--- src/rtl/data_mem_arbiter.sv ---
`timescale 1ns/1ps
`default_nettype none
// data_mem_arbiter: round-robin two-port arbiter/sequencer for the data RAM (IDLE->ACCESS->RESP).
// Rev 1.0. Optional address range check enabled by defining DMEM_RANGE_CHECK_EN.
module data_mem_arbiter #(
    parameter int ADDRESS_WIDTH = 32,
    parameter int DATA_WIDTH    = 32
) (
    input  logic                     clk,
    input  logic                     rst,
    input  logic                     m0_req_i,
    input  logic                     m0_we_i,
    input  logic [1:0]               m0_dtype_i,
    input  logic [ADDRESS_WIDTH-1:0] m0_addr_i,
    input  logic [DATA_WIDTH-1:0]    m0_wdata_i,
    output logic                     m0_gnt_o,
    output logic                     m0_rvalid_o,
    output logic [DATA_WIDTH-1:0]    m0_rdata_o,
    output logic                     m0_err_o,
    input  logic                     m1_req_i,
    input  logic                     m1_we_i,
    input  logic [1:0]               m1_dtype_i,
    input  logic [ADDRESS_WIDTH-1:0] m1_addr_i,
    input  logic [DATA_WIDTH-1:0]    m1_wdata_i,
    output logic                     m1_gnt_o,
    output logic                     m1_rvalid_o,
    output logic [DATA_WIDTH-1:0]    m1_rdata_o,
    output logic                     m1_err_o,
    output logic                     ram_we_o,
    output logic [1:0]               ram_dtype_o,
    output logic [ADDRESS_WIDTH-1:0] ram_a_o,
    output logic [DATA_WIDTH-1:0]    ram_wd_o,
    input  logic [DATA_WIDTH-1:0]    ram_rd_i
);

    localparam logic [1:0] S_IDLE   = 2'd0;
    localparam logic [1:0] S_ACCESS = 2'd1;
    localparam logic [1:0] S_RESP   = 2'd2;

    localparam logic [1:0] DT_WORD = 2'b00;
    localparam logic [1:0] DT_BYTE = 2'b01;
    localparam logic [1:0] DT_HALF = 2'b10;

    logic [1:0]               state_q, state_d;
    logic                     last_q;
    logic                     port_q;
    logic                     we_q;
    logic [1:0]               dtype_q;
    logic [ADDRESS_WIDTH-1:0] addr_q;
    logic [DATA_WIDTH-1:0]    wdata_q;
    logic [DATA_WIDTH-1:0]    rdata_q;
    logic                     err_q;

    logic w_gnt0, w_gnt1, w_legal, w_aligned, w_in_range;

    // Tie goes to the port that was not granted last; no grant while in reset.
    assign w_gnt0 = !rst && (state_q == S_IDLE) && m0_req_i && (!m1_req_i || last_q);
    assign w_gnt1 = !rst && (state_q == S_IDLE) && m1_req_i && (!m0_req_i || !last_q);

    always_comb begin
        w_aligned = 1'b0;
        case (dtype_q)
            DT_WORD: w_aligned = (addr_q[1:0] == 2'b00);
            DT_HALF: w_aligned = !addr_q[0];
            DT_BYTE: w_aligned = 1'b1;
            default: w_aligned = 1'b0;
        endcase
    end

`ifdef DMEM_RANGE_CHECK_EN
    localparam logic [ADDRESS_WIDTH:0] RANGE_LO = (ADDRESS_WIDTH+1)'(32'h0000_0100);
    localparam logic [ADDRESS_WIDTH:0] RANGE_HI = (ADDRESS_WIDTH+1)'(32'h0001_FFFF);

    logic [ADDRESS_WIDTH:0] w_size_m1;
    logic [ADDRESS_WIDTH:0] w_end;

    always_comb begin
        w_size_m1 = '0;
        case (dtype_q)
            DT_WORD: w_size_m1 = (ADDRESS_WIDTH+1)'(3);
            DT_HALF: w_size_m1 = (ADDRESS_WIDTH+1)'(1);
            default: w_size_m1 = '0;
        endcase
    end

    // One extra bit so the last-byte address cannot wrap past the top of the space.
    assign w_end      = {1'b0, addr_q} + w_size_m1;
    assign w_in_range = ({1'b0, addr_q} >= RANGE_LO) && (w_end <= RANGE_HI);
`else
    assign w_in_range = 1'b1;
`endif

    assign w_legal = w_aligned && w_in_range;

    always_ff @(posedge clk) begin
        if (rst) begin
            state_q <= S_IDLE;
        end else begin
            state_q <= state_d;
        end
    end

    always_comb begin
        state_d = state_q;
        case (state_q)
            S_IDLE:   if (m0_req_i || m1_req_i) state_d = S_ACCESS;
            S_ACCESS: state_d = S_RESP;
            S_RESP:   state_d = S_IDLE;
            default:  state_d = S_IDLE;
        endcase
    end

    always_comb begin
        m0_gnt_o    = w_gnt0;
        m1_gnt_o    = w_gnt1;
        ram_we_o    = !rst && (state_q == S_ACCESS) && we_q && w_legal;
        m0_rvalid_o = (state_q == S_RESP) && !port_q;
        m1_rvalid_o = (state_q == S_RESP) && port_q;
        m0_rdata_o  = m0_rvalid_o ? rdata_q : '0;
        m1_rdata_o  = m1_rvalid_o ? rdata_q : '0;
        m0_err_o    = m0_rvalid_o && err_q;
        m1_err_o    = m1_rvalid_o && err_q;
    end

    always_ff @(posedge clk) begin
        if (rst) begin
            last_q  <= 1'b1;
            port_q  <= 1'b0;
            we_q    <= 1'b0;
            dtype_q <= 2'b00;
            addr_q  <= '0;
            wdata_q <= '0;
            rdata_q <= '0;
            err_q   <= 1'b0;
        end else begin
            if (w_gnt0 || w_gnt1) begin
                last_q  <= w_gnt1;
                port_q  <= w_gnt1;
                we_q    <= w_gnt1 ? m1_we_i    : m0_we_i;
                dtype_q <= w_gnt1 ? m1_dtype_i : m0_dtype_i;
                addr_q  <= w_gnt1 ? m1_addr_i  : m0_addr_i;
                wdata_q <= w_gnt1 ? m1_wdata_i : m0_wdata_i;
            end
            if (state_q == S_ACCESS) begin
                rdata_q <= (w_legal && !we_q) ? ram_rd_i : '0;
                err_q   <= !w_legal;
            end
        end
    end

    // RAM address/type/data follow the capture registers, so they hold outside ACCESS.
    assign ram_a_o     = addr_q;
    assign ram_dtype_o = dtype_q;
    assign ram_wd_o    = wdata_q;

endmodule
`default_nettype wire

--- config.mk ---
export PLATFORM = sky130hd
export DESIGN_NAME = data_mem_arbiter
export DESIGN_NICKNAME = d
export VERILOG_FILES = /design/src/rtl/data_mem_arbiter.sv
export SDC_FILE = /design/constraint.sdc
export NUM_CORES = 1
export LEC_CHECK = 0
export CAP_MARGIN = 30
export CORE_AREA = 5 5 152 154
export CTS_CLUSTER_DIAMETER = 60
export DETAILED_ROUTE_END_ITERATION = 16
export DIE_AREA = 0 0 157 159
export GPL_TIMING_DRIVEN = 0
export HOLD_SLACK_MARGIN = 0.06
export SLEW_MARGIN = 20
export SYNTH_ARGS = -nofsm -noshare
export SYNTH_HDL_FRONTEND = slang
export SYNTH_SLANG_ARGS = --single-unit
--- constraint.sdc ---
create_clock -name clk -period 3.77 [get_ports clk]
set_clock_uncertainty 0.15 [all_clocks]
set_input_delay 0.377 -clock clk [delete_from_list [all_inputs] [get_ports clk]]
set_output_delay 0.377 -clock clk [all_outputs]
set_load 0.01 [all_outputs]
==> qor.log <==
[yosys] Syn Inst Count 607
[yosys] number of distinct library cells after synthesis 31
[power_and_ir_drop] clock network fraction of total power 0.310
[timing] number of hold violations in the final report 0
[clock_tree] post-cts sizing count 0
[power_and_ir_drop] worst-case vdd ir drop 167.3 uV
[job] maxcap violations 0
[power_and_ir_drop] leakage power summed over all cells 2.927 nW
[detailed_routing] WL final 23380 um
[layout] filler-free cell count of the finished design 1211
[clock_tree] clock latency reported for the late side of the worst-skew pair 0.35 ns
[critical_path] required time reported for the critical path endpoint 3.24 ns
[detailed_routing] Antenna Violating Nets Remaining 0
[status] outcome completed
[timing] post-route minimum period 3.219 ns
[floorplanning] area of the die 24960 um^2
[power_and_ir_drop] power dissipated by switching net loads 0.9161 mW
[detailed_routing] detail-routed net length per standard cell 19.31 um
[global_route] initial antenna violation count 1
[layout] Area growth, synth to finish 70.21%
[min_path] min-delay worst type register to register
[layout] Antenna diodes 0
[floorplanning] number of placed I/O pins 307
[power_and_ir_drop] fraction of power spent switching nets 0.3054
[yosys] share of the synthesized area in compound gates (AO/OA/AOI/OAI) 0.3291
[floorplanning] die outline height 159 um
[yosys] adder and majority gate portion of the synthesized area 0
[global_route] global-route wire length before repair 35280 um
[floorplanning] Initial Util 0.2450
[global_route] largest net degree at the start of global routing 18
[timing] Max transition margin 0.5182
[detailed_routing] detailed-route via count 6015
[yosys] combinational family with the most area after synthesis compound AO/OA/AOI/OAI gates
[detailed_routing] average vias per placed instance 4.967
[detailed_routing] drt initial violations 286
[yosys] total nets after synthesis 777
[yosys] warning count from the yosys run 0
[place] I/O Buffers 306
[power_and_ir_drop] sequential group share of total power 0.417
[yosys] Seq cells post-synth 104
[place] post-detail-place hpwl 18050 um
[yosys] xor and xnor fraction of the mapped netlist area 0
[min_path] worst hold stages 1
[global_route] global-route usage over all layers 0.1787
[yosys] Synth Cell Area 5280 um^2
[power_and_ir_drop] Comb pwr share 0.274
[power_and_ir_drop] total power divided by cell area 333.8 nW/um^2
[place] global placer's final weighted congestion 0.8060
[critical_path] critical path endpoint category output port
[timing] number of setup violations in the final report 0
[critical_path] largest driver fanout on the critical path 10
[clock_tree] worst-case clock buffer depth 2
[place] worst setup slack after placement 0.5302 ns
[clock_tree] clock slew at the register clock pins of the worst setup and hold paths 0.08 ns
[power_and_ir_drop] internal power summed over all cells 2.084 mW
[critical_path] depth of the worst register-to-register path 4
[timing] Max Clock Freq 0.3106 GHz
[detailed_routing] TritonRoute pass-1 iters 4
[yosys] portion of the post-synthesis area used by sequential elements 0.3943
[detailed_routing] DRC errors left 0
[yosys] post-synthesis area per instance 8.699 um^2
[timing] final critical-path share of the clock period 0.8539
[floorplanning] Placeable Area 21550 um^2
[yosys] multiplexer share of the synthesized area 0
[critical_path] kind of critical path primary input to output port
[clock_tree] Num CTS Buffers 9
[critical_path] CP Data Arrival Time 2.69 ns
[global_route] remaining global-route overflow 0
[floorplanning] std cell rows 54
[timing] final worst-path setup slack 0.5509 ns
[timing] Worst Tran Pin Value 0.7227 ns
[clock_tree] number of hold buffers added after CTS 0
[clock_tree] number of post-CTS setup repair buffers 0
[clock_tree] sinks on the clock net 104
[clock_tree] TritonCTS clock tree yes
[layout] final layout net count 1096
[timing] fin. max-slew vios 0
[place] number of cells in the design after placement 1195
[critical_path] setup slack on the worst flop-to-flop path 1.65 ns
[yosys] simple-gate share of the synthesized area 0.2066
[clock_tree] depth of the CTS H-tree 3
[floorplanning] chip width 157 um
[layout] share of cells above drive strength 1 0.07626
[timing] RSZ-0062 raised after global routing false
[critical_path] CP startpoint kind primary input
[global_route] number of global-route vias before repair 5952
[timing] Setup TNS Final 0 ns
[clock_tree] master cell of the clock root buffer clkbuf_16
-- registers in the layout, summed over array words and instances, names as in the netlist --
name	cells
ram_a_o	32
ram_wd_o	32
rdata_q	32
ram_dtype_o	2
state_q	2
err_q	1
last_q	1
port_q	1
we_q	1
-- layout make-up --
| cell class | count | area, um^2 |
|---|---|---|
| Sequential cell | 104 | 2082 |
| Fill cell | 2185 | 12570 |
| Clock inverter | 5 | 41.29 |
| Timing Repair Buffer | 308 | 3073 |
| Clock buffer | 11 | 242.7 |
| Tap cell | 280 | 350.3 |
| Inverter | 3 | 11.26 |
| Buffer | 78 | 357.8 |
| Multi-Input combinational cell | 422 | 2829 |
-- layer usage --
metal,track usage,up-vias,part of all wire
li1,-,2927,-
met1,0.2244,2826,0.42
met2,0.2996,240,0.47
met3,0.05219,20,0.088
met4,0.04536,2,0.014
met5,0,-,0.00047
-- kinds of logic after synthesis --
kind of cell,count (synthesis)
simple gates,180
buf+inv,81
compound gates,242
flops,104
-- critical path: stages --
cell	delay (ns)
clkdlybuf4s50_1	0.47
or3_1	0.32
buf_2	0.22
clkbuf_1	0.29
a211oi_2	0.34
clkdlybuf4s50_1	0.67
-- per-stage QoR --
step / utilization / area [um^2] / total power, mW / hold slack [ns]
floorplan: - / 5280 / 1.637 / 0.2877
global placement: 0.4033 / 8693 / 2.100 / 0.3058
detailed placement: 0.4038 / 8703 / 2.100 / 0.3074
CTS: 0.4170 / 8987 / 3.036 / 0.3302
global route: 0.4170 / 8987 / 3.153 / 0.3470
finish: 0.4170 / 8987 / 3.000 / 0.3219
-- power groups by stage --
stage                     combinational [mW]  sequential [mW]  clock [mW]
final                                  0.822             1.25       0.929
after CTS                              0.829             1.25       0.957
after global routing                   0.889             1.26        1.00
after floorplan                        0.346             1.29           0
after detailed placement               0.826             1.27           0
after global placement                 0.829             1.27           0
-- final timing paths --
path	from	endpoint
worst max-delay path	rst	m0_gnt_o
worst min register to register	rdata_q[15]	rdata_q[15]
worst max register to register	state_q[1]	ram_wd_o[20]
worst min-delay path	rdata_q[15]	rdata_q[15]
-- placed cells by master, fill, tap and decap left out, drive strengths merged --
master | Yosys | routed
a21oi | 69 | 69
nand2 | 1 | 1
nand2b | 2 | 2
a211oi | 1 | 1
a21bo | 1 | 1
nand3 | 67 | 67
dfxtp | 104 | 104
clkinvlp | 0 | 2
nand3b | 32 | 32
o31a | 1 | 1
buf | 28 | 30
clkbuf | 50 | 61
nor2b | 2 | 2
o2bb2ai | 32 | 32
a311oi | 67 | 67
or3 | 1 | 1
a21boi | 1 | 1
o32ai | 1 | 1
nor2 | 3 | 3
inv | 3 | 4
clkdlybuf4s50 | 0 | 306
nor3b | 3 | 3
o311ai | 1 | 1
clkinv | 0 | 2
o21ai | 68 | 68
or2 | 1 | 1
nor3 | 1 | 1
and2 | 67 | 67
-- synth_stat cells --
cell type / instances / area share
nand2_1: 1 / 0.00071
nor2b_1: 2 / 0.0024
a21bo_2: 1 / 0.0019
nand3_1: 67 / 0.064
o21ai_0: 66 / 0.063
clkbuf_1: 49 / 0.035
a311oi_1: 47 / 0.078
nor3b_1: 2 / 0.0028
inv_1: 3 / 0.0021
a311oi_2: 20 / 0.057
clkbuf_2: 1 / 0.00095
a21oi_1: 69 / 0.065
a21boi_2: 1 / 0.0021
dfxtp_1: 104 / 0.39
nor2_1: 3 / 0.0021
o32ai_1: 1 / 0.0017
a211oi_2: 1 / 0.0024
and2_1: 67 / 0.079
or2_0: 1 / 0.0012
nand2b_1: 2 / 0.0024
nor3b_2: 1 / 0.0024
buf_6: 3 / 0.0064
buf_2: 21 / 0.020
or3_1: 1 / 0.0012
nor3_4: 1 / 0.0031
o311ai_0: 1 / 0.0017
o21ai_1: 2 / 0.0019
o31a_1: 1 / 0.0017
o2bb2ai_1: 32 / 0.053
buf_4: 4 / 0.0057
nand3b_1: 32 / 0.045
Power figures use the tool's default switching activity.
